[src/rtl/tnet_tx_arb.sv]
// Link TX arbiter: propagate/local/keep-alive beats onto one AXI-Stream channel.
// One beat in flight; grant-to-tvalid is one cycle, with one IDLE bubble per beat.
module tnet_tx_arb #(
  parameter int KA_PERIOD = 1024,
  parameter int MAX_BURST = 4
) (
  input  logic         user_clk_i,
  input  logic         user_rst_i,
  input  logic         channel_ok_i,
  input  logic [7:0]   ID,
  input  logic         prop_req_i,
  input  logic [127:0] prop_dt_i,
  output logic         prop_ack_o,
  input  logic         loc_req_i,
  input  logic [127:0] loc_dt_i,
  output logic         loc_ack_o,
  output logic [127:0] m_axi_tx_tdata_o,
  output logic         m_axi_tx_tvalid_o,
  input  logic         m_axi_tx_tready_i,
  output logic         ready_o,
  output logic [31:0]  pkt_cnt_o
);

  localparam int KA_LAST = (KA_PERIOD > 0) ? KA_PERIOD - 1 : 0;
  localparam int CW      = (KA_LAST > 0) ? $clog2(KA_LAST + 1) : 1;
  localparam logic [CW-1:0] KA_LAST_C = CW'(KA_LAST);
  localparam logic [3:0]    BURST_C   = 4'(MAX_BURST);

  typedef enum logic [1:0] {NOT_READY, IDLE, XFER} state_t;
  typedef enum logic [1:0] {TAG_PROP, TAG_LOC, TAG_KA} tag_t;

  state_t          r_state;
  state_t          w_next;
  tag_t            r_tag;
  logic [127:0]    r_tdata;
  logic [3:0]      r_streak;
  logic [CW-1:0]   r_idle_cnt;
  logic [15:0]     r_ka_seq;
  logic [31:0]     r_pkt_cnt;

  logic            w_grant_prop;
  logic            w_grant_loc;
  logic            w_grant_ka;
  logic            w_grant;
  logic            w_accept;
  logic            w_no_req;
  logic [127:0]    w_ka_beat;

  assign w_no_req  = !prop_req_i && !loc_req_i;
  assign w_grant   = w_grant_prop || w_grant_loc || w_grant_ka;
  assign w_ka_beat = {8'hF0, 1'b0, 5'd0, 1'b0, ID, 73'd0, 16'd0, r_ka_seq};

  always_ff @(posedge user_clk_i or posedge user_rst_i) begin
    if (user_rst_i) r_state <= NOT_READY;
    else            r_state <= w_next;
  end

  always_comb begin
    w_next       = r_state;
    w_grant_prop = 1'b0;
    w_grant_loc  = 1'b0;
    w_grant_ka   = 1'b0;
    w_accept     = 1'b0;
    case (r_state)
      NOT_READY: if (channel_ok_i) w_next = IDLE;
      IDLE: begin
        if (!channel_ok_i) begin
          w_next = NOT_READY;
        end else begin
          // Local traffic only jumps the queue once propagate has had its burst.
          if (loc_req_i && (!prop_req_i || r_streak == BURST_C)) w_grant_loc = 1'b1;
          else if (prop_req_i)                                  w_grant_prop = 1'b1;
          else if (KA_PERIOD != 0 && r_idle_cnt == KA_LAST_C)   w_grant_ka = 1'b1;
          if (w_grant_prop || w_grant_loc || w_grant_ka) w_next = XFER;
        end
      end
      XFER: begin
        if (m_axi_tx_tready_i) begin
          w_accept = 1'b1;
          w_next   = IDLE;
        end
      end
      default: w_next = NOT_READY;
    endcase
  end

  always_ff @(posedge user_clk_i or posedge user_rst_i) begin
    if (user_rst_i) begin
      r_tag      <= TAG_PROP;
      r_tdata    <= 128'd0;
      r_streak   <= 4'd0;
      r_idle_cnt <= '0;
      r_ka_seq   <= 16'd0;
      r_pkt_cnt  <= 32'd0;
    end else begin
      if (w_grant) begin
        if (w_grant_prop) begin
          r_tdata <= prop_dt_i;
          r_tag   <= TAG_PROP;
        end else if (w_grant_loc) begin
          r_tdata <= loc_dt_i;
          r_tag   <= TAG_LOC;
        end else begin
          r_tdata <= w_ka_beat;
          r_tag   <= TAG_KA;
        end
      end

      if (r_state == IDLE) begin
        if (w_grant_loc || !loc_req_i) r_streak <= 4'd0;
        else if (w_grant_prop)         r_streak <= r_streak + 4'd1;
      end

      // Idle time only accumulates while the link is up and nobody is asking.
      if (KA_PERIOD != 0 && r_state == IDLE && channel_ok_i && w_no_req && !w_grant)
        r_idle_cnt <= r_idle_cnt + CW'(1);
      else
        r_idle_cnt <= '0;

      if (w_accept) begin
        r_pkt_cnt <= r_pkt_cnt + 32'd1;
        if (r_tag == TAG_KA) r_ka_seq <= r_ka_seq + 16'd1;
      end
    end
  end

  assign m_axi_tx_tvalid_o = (r_state == XFER);
  assign m_axi_tx_tdata_o  = r_tdata;
  assign ready_o           = (r_state != NOT_READY);
  assign pkt_cnt_o         = r_pkt_cnt;
  assign prop_ack_o        = w_accept && (r_tag == TAG_PROP);
  assign loc_ack_o         = w_accept && (r_tag == TAG_LOC);

endmodule

[config.mk]
export PLATFORM = sky130hd
export DESIGN_NAME = tnet_tx_arb
export DESIGN_NICKNAME = d
export VERILOG_FILES = /design/src/rtl/tnet_tx_arb.sv
export SDC_FILE = /design/constraint.sdc
export NUM_CORES = 1
export LEC_CHECK = 0
export CAP_MARGIN = 10
export CORE_AREA = 2 2 170 172
export CTS_CLUSTER_DIAMETER = 60
export CTS_CLUSTER_SIZE = 25
export DETAILED_ROUTE_END_ITERATION = 8
export DIE_AREA = 0 0 172 174
export PLACE_DENSITY = 0.63
export SLEW_MARGIN = 20
export SYNTH_ARGS = -nofsm -noshare
export SYNTH_HDL_FRONTEND = slang
export SYNTH_SLANG_ARGS = --single-unit
[constraint.sdc]
create_clock -name user_clk_i -period 7.5 [get_ports user_clk_i]
set_input_delay 0.75 -clock user_clk_i [delete_from_list [all_inputs] [get_ports user_clk_i]]
set_output_delay 0.75 -clock user_clk_i [all_outputs]
set_load 0.005 [all_outputs]
==> out/metrics.yaml <==
status:
  status: "completed"
timing:
  timing.final.crit_share_pct: 42.18
  setup_slack_ns: 4.336
  finalClockSkew_ns: 0.02189
  hold_viol_final: 0
  period_needed_ns: 3.164
  tns_ns: 0
  relSlewSlack_pct: 29.51
  fmax_mhz: 316.1
  setup_violations: 0
  drv_slew: 0
  rsz0062_at_grt: "false"
  holdWs_ns: 0.4745
  tightest_slew_ns: 1.057
logic_synthesis:
  synth_adder_area_share_pct: 0.6889
  yosys.area_share.xor_xnor_pct: 5.112
  synth_nets: 1054
  synth_edf_count: 0
  yosysUniqueCellTypes: 41
  synth_top_family_by_area: "compound AO/OA/AOI/OAI gates"
  synthMuxAreaShare_pct: 3.004
  ys_seq_area_share_pct: 53.46
  avgSynthCellArea_um2: 11.66
  async_flop_share_pct: 100.0
  synth-compound-area-share_pct: 23.66
  syn_area_um2: 9081
  synthSimpleGateAreaFrac_pct: 9.328
  ys_ff_latch: 194
  synth_cells: 779
  ys.flop_type: "dfrtp_1"
  yosysWarnings: 0
floorplanning:
  floorplan.initialDensity_pct: 32.16
  fp.coreArea_um2: 28240
  dieArea_um2: 29930
  die_height_um: 174
  io_pins: 434
  rows: 62
  die_w_um: 172
finish:
  layout-drive-gt1-share_pct: 4.750
  finalNetCount: 1463
  most-common-layout-cells: "clkdlybuf4s50_1, dfrtp_1, a21o_1"
  final_common_cell: "clkdlybuf4s50_1"
  final_core_util_pct: 50.51
  area_delta_synth_final_pct: 57.07
  final_cell_count_no_fill: 1586
grt:
  antenna_found_initial: 2
  grt_usage_pct: 20.46
  grt_pass1_wl_um: 46430
  gr-total-overflow: 0
  grt_max_degree: 79
  grt_pass1_vias: 7673
worst_setup_path:
  startpoint_type: "primary input"
  crit_type: "primary input to output pin"
  r2r_start: "r_streak[0]"
  crit_top_cell: "clkdlybuf4s50_1"
  cp-end-kind: "output pin"
  worst_r2r_endpoint: "m_axi_tx_tdata_o[68]"
  slowest_delay_ns: 0.57
  crit_arrival_ns: 2.41
  reg2reg_setup_slack_ns: 4.91
  worstRegToRegCells: 8
  crit_fanout: 11
  crit_start: "m_axi_tx_tready_i"
  cp.required_ns: 6.75
  cp_slowest_cell: "clkdlybuf4s50_1"
  crit_chain: "clkdlybuf4s50_1, nand3b_4, nor3b_1, clkdlybuf4s50_1"
placement:
  dp_cells: 1553
  portBuffers: 433
  hpwlAfterDp_um: 23260
  post-place-ws_ns: 4.075
  routabilityCongestion: 0.8450
detailed_routing:
  via_per_inst: 4.973
  vias: 7887
  wirelength_um: 31740
  drtAntennaViolNets: 0
  drc: 0
  dr.pass1.iters: 4
  wire_per_inst_um: 20.01
  drtIter0Drc: 385
cts:
  cts_buffers: 17
  post_cts.repair.setup_buffers: 0
  cts-hold-fix-buffers: 0
  htreeDepth: 4
  root_buffer: "clkbuf_16"
  insertion_delay_ns: 0.44
  clock_path_buffers: 2
  clk_pin_slew_worst_paths_ns: 0.07
  post_cts_resized: 0
  cts_tree: "done"
  cts.sinks: 194
power:
  power_density_nw_per_um2: 279.4
  p_leak_nw: 6.627
  worst_ir_drop_vdd_mv: 0.1203
hold_path:
  min_delay_path_depth: 1
  hp-class: "flop to flop"
  whs_endpoint: "m_axi_tx_tdata_o[92]"
  worstHoldStart: "m_axi_tx_tdata_o[92]"
run:
  drv_cap: 0
==> cells in the mapped netlist (all sizes together) (3+ instances only) <==
cell type / n / area [um^2]
a21o: 102 / 765.7
a21oi: 7 / 35.03
a22o: 101 / 884.6
and2: 4 / 25.02
and3: 8 / 50.05
and4: 5 / 43.79
buf: 37 / 236.5
clkbuf: 15 / 56.30
dfrtp: 194 / 4855
ha: 5 / 62.56
inv: 37 / 138.9
mux2i: 25 / 250.2
nand2: 29 / 108.9
nand2b: 4 / 25.02
nand3: 21 / 115.1
nand3b: 3 / 35.03
nand4: 23 / 143.9
nor2: 21 / 78.83
nor3: 5 / 25.02
nor4: 7 / 118.9
o21ai: 4 / 20.02
o21bai: 24 / 180.2
o221ai: 24 / 210.2
o22ai: 5 / 31.28
or2: 3 / 18.77
xnor2: 44 / 385.4
xor2: 9 / 78.83
==> where the power goes <==
part	switching (mW)	internal [mW]	total (mW)
Sequential	0.210	1.40	1.61
Clock	0.445	0.437	0.882
Combinational	0.515	0.979	1.49
Total	1.17	2.82	3.99
==> final cells by class <==
type | count | area, um^2
fill | 2583 | 13970
sequential | 194 | 4855
timing repair buffer | 442 | 4402
multi-input combinational | 496 | 3827
tap | 384 | 480.5
clock buffer | 18 | 429.2
inverter | 37 | 146.4
clock inverter | 13 | 118.9
antenna | 2 | 5.005
==> cell families (layout without fill, tap and decap cells) <==
| family | after synthesis | after routing |
|---|---|---|
| fa+ha+maj | 5 | 5 |
| simple gates | 141 | 141 |
| mux | 27 | 27 |
| other cells | 0 | 2 |
| compound gates | 270 | 270 |
| xor+xnor | 53 | 53 |
| flops | 194 | 194 |
| buf+inv | 89 | 510 |
==> worst max-delay path by stage <==
| stage | endpoint | slack, ns | depth (start not counted) |
|---|---|---|---|
| finish | loc_ack_o | 4.34 | 4 |
| global route | loc_ack_o | 4.27 | 4 |
| CTS | loc_ack_o | 4.32 | 4 |
| detailed placement | m_axi_tx_tdata_o[24] | 4.07 | 7 |
| global placement | m_axi_tx_tdata_o[61] | 4.10 | 7 |
| floorplan | m_axi_tx_tdata_o[0] | 1.47 | 1 |
==> state kept, by name (all words and copies together), names as in the netlist <==
register and count:
m_axi_tx_tdata_o 128, pkt_cnt_o 32, r_idle_cnt 10, r_ka_seq 16
r_state 2, r_streak 4, r_tag 2
==> stage by stage <==
step	power [mW]	instance area, um^2
after global placement	3.123	13710
final	3.986	14260
after detailed placement	3.144	13710
after CTS	4.047	14260
after floorplan	2.112	9081
after global routing	4.222	14260
==> routing by layer <==
metal / GRT usage (%) / vias to the layer above / routed length [um]
met2: 34.71 / 310 / 15480
li1: - / 3684 / -
met3: 5.464 / 24 / 2620
met4: 4.972 / 0 / 405
met1: 25.88 / 3869 / 13220
met5: 0 / - / 0
==> worst max-delay path: cells and delay by family <==
| family | cells | cell delay [ns] |
|---|---|---|
| buf+inv | 2 | 1.14 |
| simple gates | 2 | 0.51 |
(Power assumes the default switching activity.)
